===== src/rtl/uart_mmio_pkg.sv =====
// Shared types and constants for the memory-mapped UART transmitter.
package uart_mmio_pkg;

  typedef enum logic [1:0] {
    StIdle,
    StStart,
    StData,
    StStop
  } tx_state_e;

  localparam int unsigned STAT_BUSY  = 0;
  localparam int unsigned STAT_EMPTY = 1;
  localparam int unsigned STAT_FULL  = 2;
  localparam int unsigned STAT_OVF   = 3;

  localparam logic [31:0] DEF_TX_ADDR   = 32'h0000_0100;
  localparam logic [31:0] DEF_STAT_ADDR = 32'h0000_0104;

endpackage


===== src/rtl/sync_fifo.sv =====
// Single-clock FIFO with combinational head output; a pop frees its slot for a
// push arriving in the same cycle.
module sync_fifo #(
  parameter int unsigned WIDTH = 8,
  parameter int unsigned DEPTH = 8
) (
  input  logic             clk,
  input  logic             rst,
  input  logic             push,
  input  logic [WIDTH-1:0] din,
  input  logic             pop,
  output logic [WIDTH-1:0] dout,
  output logic             full,
  output logic             empty
);

  localparam int unsigned PtrW = $clog2(DEPTH);
  localparam int unsigned CntW = PtrW + 1;

  logic [WIDTH-1:0] mem_q [DEPTH];
  logic [PtrW-1:0]  wptr_q, rptr_q;
  logic [CntW-1:0]  count_q, count_d;
  logic             push_ok, pop_ok;

  assign empty   = (count_q == '0);
  assign full    = (count_q == CntW'(DEPTH));
  assign pop_ok  = pop && !empty;
  assign push_ok = push && (!full || pop_ok);
  assign dout    = mem_q[rptr_q];

  always_comb begin
    count_d = count_q;
    unique case ({push_ok, pop_ok})
      2'b10:   count_d = count_q + CntW'(1);
      2'b01:   count_d = count_q - CntW'(1);
      default: count_d = count_q;
    endcase
  end

  always_ff @(posedge clk or negedge rst) begin
    if (!rst) begin
      wptr_q  <= '0;
      rptr_q  <= '0;
      count_q <= '0;
    end else begin
      count_q <= count_d;
      if (push_ok) wptr_q <= wptr_q + PtrW'(1);
      if (pop_ok)  rptr_q <= rptr_q + PtrW'(1);
    end
  end

  // Storage needs no reset: only entries covered by count_q are ever read out.
  always_ff @(posedge clk) begin
    if (push_ok) mem_q[wptr_q] <= din;
  end

endmodule


===== src/rtl/uart_tx_mmio.sv =====
// Memory-mapped 8N1 UART transmitter: stores to the TX register queue bytes,
// the status register reports {overflow, full, empty, busy}.
module uart_tx_mmio
  import uart_mmio_pkg::*;
#(
  parameter int unsigned CLKS_PER_BIT = 16,
  parameter int unsigned FIFO_DEPTH   = 8,
  parameter logic [31:0] TX_ADDR      = DEF_TX_ADDR,
  parameter logic [31:0] STAT_ADDR    = DEF_STAT_ADDR
) (
  input  logic        clk,
  input  logic        rst,
  input  logic        mem_write,
  input  logic [31:0] addr,
  input  logic [31:0] wr_data,
  output logic [31:0] rd_data,
  output logic        sel,
  output logic        tx,
  output logic        busy
);

  localparam int unsigned BaudW = $clog2(CLKS_PER_BIT);
  localparam logic [BaudW-1:0] BaudMax = BaudW'(CLKS_PER_BIT - 1);

  tx_state_e        state_q, state_d;
  logic [BaudW-1:0] baud_q, baud_d;
  logic [2:0]       bit_q, bit_d;
  logic [7:0]       shift_q, shift_d;
  logic             ovf_q, ovf_d;

  logic       hit_tx, hit_stat, push_req, clr_ovf, drop, pop, baud_end;
  logic       fifo_full, fifo_empty;
  logic [7:0] fifo_head;
  logic [3:0] status;
  logic       unused_wr_data;

  assign unused_wr_data = ^wr_data[31:8];

  assign hit_tx   = (addr == TX_ADDR);
  assign hit_stat = (addr == STAT_ADDR);
  assign sel      = hit_tx || hit_stat;
  assign push_req = mem_write && hit_tx;
  assign clr_ovf  = mem_write && hit_stat && wr_data[3];
  assign drop     = push_req && fifo_full && !pop;

  sync_fifo #(
    .WIDTH (8),
    .DEPTH (FIFO_DEPTH)
  ) u_fifo (
    .clk   (clk),
    .rst   (rst),
    .push  (push_req),
    .din   (wr_data[7:0]),
    .pop   (pop),
    .dout  (fifo_head),
    .full  (fifo_full),
    .empty (fifo_empty)
  );

  // Sticky overflow; a drop in the clearing cycle wins.
  always_comb begin
    ovf_d = ovf_q;
    if (clr_ovf) ovf_d = 1'b0;
    if (drop)    ovf_d = 1'b1;
  end

  always_ff @(posedge clk or negedge rst) begin
    if (!rst) begin
      state_q <= StIdle;
      baud_q  <= '0;
      bit_q   <= '0;
      shift_q <= '0;
      ovf_q   <= 1'b0;
    end else begin
      state_q <= state_d;
      baud_q  <= baud_d;
      bit_q   <= bit_d;
      shift_q <= shift_d;
      ovf_q   <= ovf_d;
    end
  end

  assign baud_end = (baud_q == BaudMax);

  always_comb begin
    state_d = state_q;
    baud_d  = baud_q;
    bit_d   = bit_q;
    shift_d = shift_q;
    pop     = 1'b0;
    unique case (state_q)
      StIdle: begin
        if (!fifo_empty) begin
          pop     = 1'b1;
          shift_d = fifo_head;
          baud_d  = '0;
          bit_d   = '0;
          state_d = StStart;
        end
      end
      StStart: begin
        if (baud_end) begin
          baud_d  = '0;
          state_d = StData;
        end else begin
          baud_d = baud_q + BaudW'(1);
        end
      end
      StData: begin
        if (baud_end) begin
          baud_d  = '0;
          shift_d = {1'b0, shift_q[7:1]};
          if (bit_q == 3'd7) state_d = StStop;
          else               bit_d   = bit_q + 3'd1;
        end else begin
          baud_d = baud_q + BaudW'(1);
        end
      end
      StStop: begin
        if (baud_end) begin
          baud_d  = '0;
          state_d = StIdle;
        end else begin
          baud_d = baud_q + BaudW'(1);
        end
      end
      default: state_d = StIdle;
    endcase
  end

  always_comb begin
    tx = 1'b1;
    unique case (state_q)
      StStart: tx = 1'b0;
      StData:  tx = shift_q[0];
      default: tx = 1'b1;
    endcase
  end

  assign busy = (state_q != StIdle) || !fifo_empty;

  always_comb begin
    status             = '0;
    status[STAT_BUSY]  = busy;
    status[STAT_EMPTY] = fifo_empty;
    status[STAT_FULL]  = fifo_full;
    status[STAT_OVF]   = ovf_q;
  end

  assign rd_data = hit_stat ? {28'b0, status} : 32'b0;

endmodule


===== config.mk =====
export PLATFORM = sky130hd
export DESIGN_NAME = uart_tx_mmio
export DESIGN_NICKNAME = d
export VERILOG_FILES = /design/src/rtl/uart_mmio_pkg.sv /design/src/rtl/sync_fifo.sv /design/src/rtl/uart_tx_mmio.sv
export SDC_FILE = /design/constraint.sdc
export NUM_CORES = 1
export LEC_CHECK = 0
export ABC_AREA = 1
export BUFFER_PORTS_ARGS = -buffer_cell sky130_fd_sc_hd__buf_2
export CAP_MARGIN = 20
export CORE_AREA = 5 5 99 194
export DETAILED_ROUTE_END_ITERATION = 6
export DIE_AREA = 0 0 104 199
export GPL_ROUTABILITY_DRIVEN = 0
export PLACE_DENSITY = 0.49
export REMOVE_ABC_BUFFERS = 1
export SYNTH_ARGS = -nofsm -noshare
export SYNTH_HDL_FRONTEND = slang
export SYNTH_SLANG_ARGS = --single-unit

===== constraint.sdc =====
create_clock -name clk -period 2.2 [get_ports clk]
set_input_delay 0.11 -clock clk [delete_from_list [all_inputs] [get_ports clk]]
set_output_delay 0.11 -clock clk [all_outputs]
set_load 0.005 [all_outputs]

==> impl_metrics.prom, run 1 <==
# TYPE chip_impl_metric gauge
chip_impl_info{name="clock_tree_from_tritoncts",value="done"} 1
chip_impl_info{name="worstHoldPathType",value="in -> reg"} 1
chip_impl_info{name="critPathTopFamily",value="simple AND/OR/NAND/NOR gates"} 1
chip_impl_metric{name="global_route_wire_length_before_repair",unit="mm"} 15.4
chip_impl_metric{name="total_placed_cells_including_tap_cells",unit=""} 709
chip_impl_info{name="yosysMostFrequentCell",value="sky130_fd_sc_hd__nor2_1"} 1
chip_impl_metric{name="vdd_ir_drop_max",unit="mV"} 0.416
chip_impl_info{name="ctsRootBufferMaster",value="sky130_fd_sc_hd__clkbuf_16"} 1
chip_impl_metric{name="clkTransAtPathRegs",unit="ns"} 0.08
chip_impl_metric{name="ys_ff_latch",unit=""} 92
chip_impl_metric{name="fmaxAchievable",unit="MHz"} 494
chip_impl_metric{name="synth_cells",unit=""} 440
chip_impl_metric{name="crit_path_max_incr_delay",unit="ns"} 0.36
chip_impl_metric{name="worstMarginPinSlew",unit="ns"} 0.667
chip_impl_metric{name="track_usage",unit=""} 0.0929
chip_impl_metric{name="clock_insertion_delay_worst_skew",unit="ns"} 0.34
chip_impl_metric{name="routedWlPerCell",unit="um"} 13.4
chip_impl_metric{name="worstPathMaxFanout",unit=""} 4
chip_impl_metric{name="crit_arrival",unit="ns"} 2.26
chip_impl_info{name="rsz0062_at_grt",value="false"} 1
chip_impl_metric{name="global_route.usage.met1",unit=""} 0.116
chip_impl_metric{name="syn_avg_cell_area",unit="um2"} 10.2
chip_impl_metric{name="worst-path-buf-inv",unit=""} 1
chip_impl_metric{name="finalSetupTns",unit="ns"} 0
chip_impl_info{name="path_common_cell",value="sky130_fd_sc_hd__nand2_1"} 1
chip_impl_info{name="run_status",value="completed"} 1
chip_impl_metric{name="final_cycle_utilization_of_the_critical_path",unit=""} 0.920
chip_impl_metric{name="synth-edff-count",unit=""} 64
chip_impl_metric{name="grtUsageMet2",unit=""} 0.165
chip_impl_info{name="synth_area_leader_cell",value="sky130_fd_sc_hd__edfxtp_1"} 1
chip_impl_metric{name="cts-buffers-inserted",unit=""} 9
chip_impl_info{name="crit_path_cell_trace",value="inv_1 -> ha_1 -> or2_4 -> nand3_2 -> ha_2 -> xor2_1 -> nand3_1 -> nand2_1 -> nand3_1 -> nand2_1 -> nand2_1"} 1
chip_impl_metric{name="fin_worst_hold_slack",unit="ns"} 0.0383
chip_impl_metric{name="p_per_area",unit="nW/um2"} 703
chip_impl_metric{name="power.static_leakage",unit="nW"} 2.18
chip_impl_metric{name="setup_ws_final",unit="ns"} 0.177
chip_impl_metric{name="synth.top_cell.area_share",unit=""} 0.430
chip_impl_metric{name="ant_nets",unit=""} 0
chip_impl_info{name="synth-main-ff-cell",value="sky130_fd_sc_hd__edfxtp_1"} 1
chip_impl_metric{name="dieArea",unit="um2"} 20700
chip_impl_info{name="critPathKind",value="reg -> reg"} 1
chip_impl_metric{name="overflow",unit=""} 0
chip_impl_metric{name="number_of_h_tree_levels",unit=""} 3
chip_impl_metric{name="clock_skew",unit="ns"} 0.0120
chip_impl_metric{name="power",unit="mW"} 3.72
chip_impl_metric{name="postSynth.asyncResetShare",unit=""} 0.304
chip_impl_metric{name="hold_violation_total_from_the_final_report",unit=""} 0
chip_impl_metric{name="final_layout_size_suffix_gt1_frac",unit=""} 0.197
chip_impl_info{name="slowest_stage",value="sky130_fd_sc_hd__dfrtp_1"} 1
chip_impl_metric{name="drt_pass1_iterations",unit=""} 4
chip_impl_metric{name="first_global_vias",unit=""} 2977
chip_impl_metric{name="clock_path_buffers",unit=""} 2
chip_impl_metric{name="use_met3",unit=""} 0.0156
chip_impl_metric{name="placement.setup.worst_slack",unit="ns"} 0.107
chip_impl_info{name="timing.critical_path.from_type",value="register"} 1
chip_impl_metric{name="die_width",unit="um"} 104
chip_impl_metric{name="start_util",unit=""} 0.254
chip_impl_metric{name="critical_path_required",unit="ns"} 2.43
chip_impl_metric{name="vias",unit=""} 3097
chip_impl_metric{name="coreArea",unit="um2"} 17600
chip_impl_metric{name="initial_antenna_violation_count",unit=""} 0
chip_impl_metric{name="area.growth.synth_to_final",unit="%"} 18.2
chip_impl_metric{name="cts_sink_cnt",unit=""} 92
chip_impl_metric{name="max_cap_violations",unit=""} 0
chip_impl_info{name="critPathCaptureType",value="register"} 1
chip_impl_metric{name="num_rows",unit=""} 69
chip_impl_metric{name="floorplan.io_pins",unit=""} 102
chip_impl_metric{name="route.final.wire_length",unit="mm"} 9.70
chip_impl_metric{name="post_drt_via_cell_ratio",unit=""} 4.27
chip_impl_metric{name="design.final.nets",unit=""} 588
chip_impl_metric{name="detail_route.iter0.violations",unit=""} 159
chip_impl_metric{name="netlist_area",unit="um2"} 4470
chip_impl_metric{name="final-instance-count-excl-fill",unit=""} 726
chip_impl_metric{name="grt_start_max_net_pins",unit=""} 35
chip_impl_metric{name="die-height",unit="um"} 199
chip_impl_metric{name="drt_drc_violations_left",unit=""} 0
chip_impl_info{name="grt.busiest_layer",value="met2"} 1
chip_impl_metric{name="buffer_ports.inserted",unit=""} 49
chip_impl_metric{name="number_of_library_cell_types_mapped_by_synthesis",unit=""} 31
chip_impl_metric{name="seq_area_frac_synth",unit=""} 0.586
chip_impl_metric{name="ff2ff_setup_slack",unit="ns"} 0.18
chip_impl_info{name="yosys-top-cells-area",value="sky130_fd_sc_hd__edfxtp_1 (43%), sky130_fd_sc_hd__dfrtp_1 (16%), sky130_fd_sc_hd__nor2_1 (7.8%), sky130_fd_sc_hd__nand2_1 (5.9%), sky130_fd_sc_hd__buf_4 (4.7%)"} 1
chip_impl_metric{name="final-max-slew-violation-count",unit=""} 0
chip_impl_metric{name="yosys_warnings",unit=""} 0
chip_impl_info{name="synth.cells.most_frequent",value="sky130_fd_sc_hd__nor2_1 (93), sky130_fd_sc_hd__nand2_1 (70), sky130_fd_sc_hd__edfxtp_1 (64), sky130_fd_sc_hd__o21ai_0 (36)"} 1
chip_impl_metric{name="insertedDiodeCount",unit=""} 0
chip_impl_metric{name="setup_violations",unit=""} 0
chip_impl_metric{name="worst_slew_margin_rel",unit=""} 0.555
chip_impl_metric{name="post-route-min-period",unit="ns"} 2.02
chip_impl_metric{name="dpl.hpwl",unit="mm"} 6.38
==> what timing repair did <==
item,CTS,global route
endpoints found under the setup margin,0,2
hold endpoints to repair,28,0
hold buffers,1,0
buffers inserted,0,0
gates resized for setup,0,4
==> kinds of logic after synthesis <==
group	count (synthesis)	share of synthesized area
other	1	0.000839
and+or+nand+nor	199	0.196
xor gates and xnor gates	9	0.0176
DFF	92	0.586
AOI/OAI and AO/OA	66	0.0851
adders and majority gates	13	0.0364
buffers and inverters	60	0.0781
==> layer usage <==
metal | vias up | part of all wire
li1 | 1578 | -
met2 | 42 | 0.53
met4 | 0 | 0.0091
met1 | 1471 | 0.42
met3 | 6 | 0.032
met5 | - | 0
==> where the power goes <==
group	internal, mW	switching, mW
combinational	0.0973	0.144
sequential	1.92	0.0313
clock	0.804	0.722
total	2.82	0.898
==> registers in the layout, summed over array words and instances (netlist names) <==
register,flops
u_fifo.mem_q,64
shift_q,8
baud_q,4
u_fifo.count_q,4
bit_q,3
u_fifo.rptr_q,3
u_fifo.wptr_q,3
state_q,2
ovf_q,1
==> final cells by class <==
type,instances,area [um2]
Fill cell,1815,12300
Sequential cell,92,2620
Multi-Input combinational cell,315,1610
Timing Repair Buffer,71,413
Tap cell,213,267
Clock buffer,9,225
Clock inverter,7,72.6
Inverter,19,71.3
==> worst paths after layout <==
check                                       start                             to  cells past startpoint
setup / recovery           state_q[0]$_DFFE_PN0P_  u_fifo.count_q[3]$_DFFE_PN0P_                     11
hold / removal                         wr_data[5]   u_fifo.mem_q[7][5]$_DFFE_PP_                      1
setup reg to reg           state_q[0]$_DFFE_PN0P_  u_fifo.count_q[3]$_DFFE_PN0P_                     11
hold reg to reg            shift_q[7]$_DFFE_PN0P_         shift_q[7]$_DFFE_PN0P_                      2
max in group asynchronous                     rst         shift_q[7]$_DFFE_PN0P_                      2
min in group asynchronous                     rst          baud_q[1]$_DFFE_PN0N_                      2
==> per-stage QoR <==
| stage | utilization | cell area [um2] |
|---|---|---|
| floorplan | - | 4300 |
| finish | 0.300 | 5290 |
| global placement | 0.282 | 4960 |
| CTS | 0.299 | 5270 |
| global route | 0.300 | 5290 |
| detailed placement | 0.282 | 4960 |
==> cell usage in the layout (no fill, tap or decap), types with 3 or more instances in the layout <==
| cell type | count |
|---|---|
| sky130_fd_sc_hd__a21oi_1 | 10 |
| sky130_fd_sc_hd__buf_2 | 49 |
| sky130_fd_sc_hd__buf_4 | 21 |
| sky130_fd_sc_hd__clkbuf_16 | 9 |
| sky130_fd_sc_hd__conb_1 | 28 |
| sky130_fd_sc_hd__dfrtp_1 | 28 |
| sky130_fd_sc_hd__edfxtp_1 | 64 |
| sky130_fd_sc_hd__ha_1 | 12 |
| sky130_fd_sc_hd__inv_1 | 15 |
| sky130_fd_sc_hd__inv_2 | 3 |
| sky130_fd_sc_hd__inv_6 | 3 |
| sky130_fd_sc_hd__nand2_1 | 70 |
| sky130_fd_sc_hd__nand3_1 | 18 |
| sky130_fd_sc_hd__nand4_1 | 6 |
| sky130_fd_sc_hd__nor2_1 | 93 |
| sky130_fd_sc_hd__nor2_4 | 3 |
| sky130_fd_sc_hd__o211ai_1 | 16 |
| sky130_fd_sc_hd__o21ai_0 | 35 |
| sky130_fd_sc_hd__o21ai_1 | 3 |
| sky130_fd_sc_hd__xor2_1 | 6 |
No activity file was read; power rests on OpenSTA's default activity.
==> inputs of run 2 (changes only) <==
==> constraint.sdc (replaced) <==
create_clock -name clk -period 2.2 [get_ports clk]
set_input_delay 0.66 -clock clk [delete_from_list [all_inputs] [get_ports clk]]
set_output_delay 0.66 -clock clk [all_outputs]
set_load 0.005 [all_outputs]
==> run 2 against run 1 <==
Compared with the run above: the run now ends with negative setup slack left; combinational power increased by 23%; worst hold slack improved by 0.31 ns; global-route usage increased by 0.18 points; clock skew decreased by 0.0036 ns; worst setup slack got worse by 0.18 ns; clock power about the same; sequential cell count unchanged; count of clock-buffer cells in the layout unchanged; sequential share of layout area decreased by 2.9 points; critical path depth decreased by 3; cell count increased by 2.2%; final area increased by 6.2%; critical endpoint is now sel; largest power group unchanged.
==> impl_metrics.prom, run 2 (synthesis results as in run 1) <==
# TYPE chip_impl_metric gauge
chip_impl_info{name="grt.busiest_layer",value="met2"} 1
chip_impl_metric{name="route.final.wire_length",unit="mm"} 10.1
chip_impl_metric{name="post-route-min-period",unit="ns"} 2.20
chip_impl_info{name="layout_commonest_cell",value="sky130_fd_sc_hd__nor2_1"} 1
chip_impl_metric{name="total_placed_cells_including_tap_cells",unit=""} 718
chip_impl_info{name="max_flop_register",value="u_fifo.mem_q"} 1
chip_impl_metric{name="hold_buffers",unit=""} 0
chip_impl_info{name="top_regs",value="u_fifo.mem_q: 64 flops, shift_q: 8 flops"} 1
chip_impl_metric{name="cts-buffers-inserted",unit=""} 9
chip_impl_metric{name="clock_path_buffers",unit=""} 2
chip_impl_metric{name="worstPathMaxFanout",unit=""} 3
chip_impl_metric{name="vias",unit=""} 3176
chip_impl_metric{name="critical_path_required",unit="ns"} 1.54
chip_impl_metric{name="crit_path_max_incr_delay",unit="ns"} 0.15
chip_impl_metric{name="worst-path-buf-inv",unit=""} 3
chip_impl_metric{name="start_util",unit=""} 0.254
chip_impl_metric{name="seqCellArea",unit="um2"} 2620
chip_impl_metric{name="placement.setup.worst_slack",unit="ns"} -0.277
chip_impl_metric{name="first_global_vias",unit=""} 3048
chip_impl_metric{name="final.fill_count",unit=""} 1845
chip_impl_metric{name="buffer_ports.inserted",unit=""} 49
chip_impl_metric{name="dpl.hpwl",unit="mm"} 6.45
chip_impl_metric{name="design.final.nets",unit=""} 604
chip_impl_metric{name="worst_slew_margin_rel",unit=""} 0.558
chip_impl_metric{name="clock_skew",unit="ns"} 0.00838
chip_impl_metric{name="final_layout_size_suffix_gt1_frac",unit=""} 0.274
chip_impl_info{name="ctsRootBufferMaster",value="sky130_fd_sc_hd__clkbuf_16"} 1
chip_impl_metric{name="area.growth.synth_to_final",unit="%"} 25.5
chip_impl_metric{name="grtUsageMet2",unit=""} 0.170
chip_impl_metric{name="max_cap_violations",unit=""} 0
chip_impl_metric{name="number_of_h_tree_levels",unit=""} 3
chip_impl_metric{name="use_met3",unit=""} 0.0179
chip_impl_metric{name="routedWlPerCell",unit="um"} 13.6
chip_impl_metric{name="setup_ws_final",unit="ns"} -0.00122
chip_impl_metric{name="final-max-slew-violation-count",unit=""} 0
chip_impl_info{name="timing.critical_path.from_type",value="input port"} 1
chip_impl_metric{name="clock_insertion_delay_worst_skew",unit="ns"} 0.34
chip_impl_info{name="layout_common_cells",value="sky130_fd_sc_hd__nor2_1 (74), sky130_fd_sc_hd__nand2_1 (67), sky130_fd_sc_hd__edfxtp_1 (64)"} 1
chip_impl_metric{name="place_area",unit="um2"} 5030
chip_impl_metric{name="cts_sink_cnt",unit=""} 92
chip_impl_metric{name="worstSetupPathDepth",unit=""} 8
chip_impl_metric{name="num_rows",unit=""} 69
chip_impl_metric{name="overflow",unit=""} 0
chip_impl_metric{name="ant_nets",unit=""} 0
chip_impl_metric{name="global_route.usage.met1",unit=""} 0.110
chip_impl_info{name="clock_tree_from_tritoncts",value="done"} 1
chip_impl_info{name="critPathKind",value="in -> out"} 1
chip_impl_info{name="run_status",value="complete, but fails checks"} 1
chip_impl_metric{name="coreArea",unit="um2"} 17600
chip_impl_metric{name="setup_violations",unit=""} 2
chip_impl_metric{name="drt_drc_violations_left",unit=""} 0
chip_impl_metric{name="fmaxAchievable",unit="MHz"} 454
chip_impl_metric{name="detail_route.iter0.violations",unit=""} 175
chip_impl_metric{name="crit_arrival",unit="ns"} 1.54
chip_impl_metric{name="insertedDiodeCount",unit=""} 0
chip_impl_info{name="critPathCaptureType",value="primary output"} 1
chip_impl_metric{name="hold_violation_total_from_the_final_report",unit=""} 0
chip_impl_metric{name="track_usage",unit=""} 0.0947
chip_impl_metric{name="dieArea",unit="um2"} 20700
chip_impl_metric{name="global_route_wire_length_before_repair",unit="mm"} 15.5
chip_impl_metric{name="grt_start_max_net_pins",unit=""} 35
chip_impl_metric{name="vdd_ir_drop_max",unit="mV"} 0.487
chip_impl_info{name="rsz0062_at_grt",value="true"} 1
chip_impl_metric{name="final-instance-count-excl-fill",unit=""} 742
chip_impl_metric{name="post-route-util",unit=""} 0.319
chip_impl_metric{name="die-height",unit="um"} 199
chip_impl_metric{name="post_drt_via_cell_ratio",unit=""} 4.28
chip_impl_metric{name="drt_pass1_iterations",unit=""} 5
chip_impl_metric{name="power.static_leakage",unit="nW"} 2.32
chip_impl_metric{name="worstRegToRegCells",unit=""} 10
chip_impl_metric{name="final_cycle_utilization_of_the_critical_path",unit=""} 1.00
chip_impl_metric{name="die_width",unit="um"} 104
chip_impl_info{name="crit_path_cell_trace",value="buf_6 -> nor2_2 -> nand2_1 -> nor2_1 -> nand2_2 -> buf_4 -> o21ai_2 -> buf_2"} 1
chip_impl_metric{name="largest_register_ffs",unit=""} 64
chip_impl_info{name="violations",value="negative setup slack"} 1
chip_impl_info{name="slowest_stage",value="sky130_fd_sc_hd__buf_4"} 1
chip_impl_metric{name="design_area",unit="um2"} 5610
chip_impl_metric{name="multi_input_comb_area",unit="um2"} 1740
chip_impl_info{name="worstHoldPathType",value="in -> async"} 1
chip_impl_metric{name="clkTransAtPathRegs",unit="ns"} 0.07
chip_impl_metric{name="initial_antenna_violation_count",unit=""} 0
chip_impl_metric{name="worstMarginPinSlew",unit="ns"} 0.663
chip_impl_metric{name="floorplan.io_pins",unit=""} 102
chip_impl_metric{name="p_per_area",unit="nW/um2"} 669
chip_impl_info{name="critPathTopFamily",value="simple AND/OR/NAND/NOR gates"} 1
run 2: cell types whose count changed in the layout (fill, tap and decap cells not counted), moves of 5 or more:
cell,before,now
sky130_fd_sc_hd__nor2_1,93,74
sky130_fd_sc_hd__inv_2,3,8
sky130_fd_sc_hd__buf_2,49,34
sky130_fd_sc_hd__inv_1,15,10
sky130_fd_sc_hd__nor2_2,0,11
sky130_fd_sc_hd__buf_4,21,37
sky130_fd_sc_hd__nor2_4,3,11
sky130_fd_sc_hd__buf_6,0,16
run 2: through the flow:
stage / hold slack [ns] / TNS (ns) / total power, mW
floorplan: 0.364 / -0.132 / 2.12
global placement: 0.465 / -5.23 / 2.23
detailed placement: 0.469 / -5.84 / 2.24
CTS: 0.372 / -0.0830 / 3.76
global route: 0.402 / -0.443 / 3.93
finish: 0.351 / -0.00145 / 3.75
run 2: path summary, 6_finish.rpt:
kind	slack, ns	end	from
worst min-delay path	0.35	u_fifo.count_q[3]$_DFFE_PN0P_	rst
worst max register to register	0.14	u_fifo.count_q[2]$_DFFE_PN0P_	u_fifo.count_q[2]$_DFFE_PN0P_
min in group clk	0.48	shift_q[7]$_DFFE_PN0P_	shift_q[7]$_DFFE_PN0P_
max in group asynchronous	1.42	u_fifo.wptr_q[1]$_DFFE_PN0P_	rst
worst max-delay path	-0.001	sel	addr[26]
worst min register to register	0.48	shift_q[7]$_DFFE_PN0P_	shift_q[7]$_DFFE_PN0P_
run 2: layer usage:
metal / vias to the layer above / part of all wire
li1: 1609 / -
met1: 1506 / 0.42
met2: 46 / 0.53
met3: 15 / 0.030
met4: 0 / 0.019
met5: - / 0
run 2: final cells by class:
class,count,share of cell area
clock buffers,9,0.0401
flip-flops and latches,92,0.467
multi-input cells,315,0.309
well taps,213,0.0475
repair buffers,87,0.112
inverters,19,0.0127
clock inverters,7,0.0111
run 2: timing repair:
item                                    CTS  global route
endpoints found under the hold margin     0             0
buffers inserted                          2             7
endpoints found under the setup margin    6             8
resized for setup                        19            39
pin swaps                                13            25
run 2: power by group:
group / switching, mW / internal, mW
registers: 0.0322 / 1.92
logic: 0.160 / 0.137
clock network: 0.711 / 0.797
total: 0.904 / 2.85
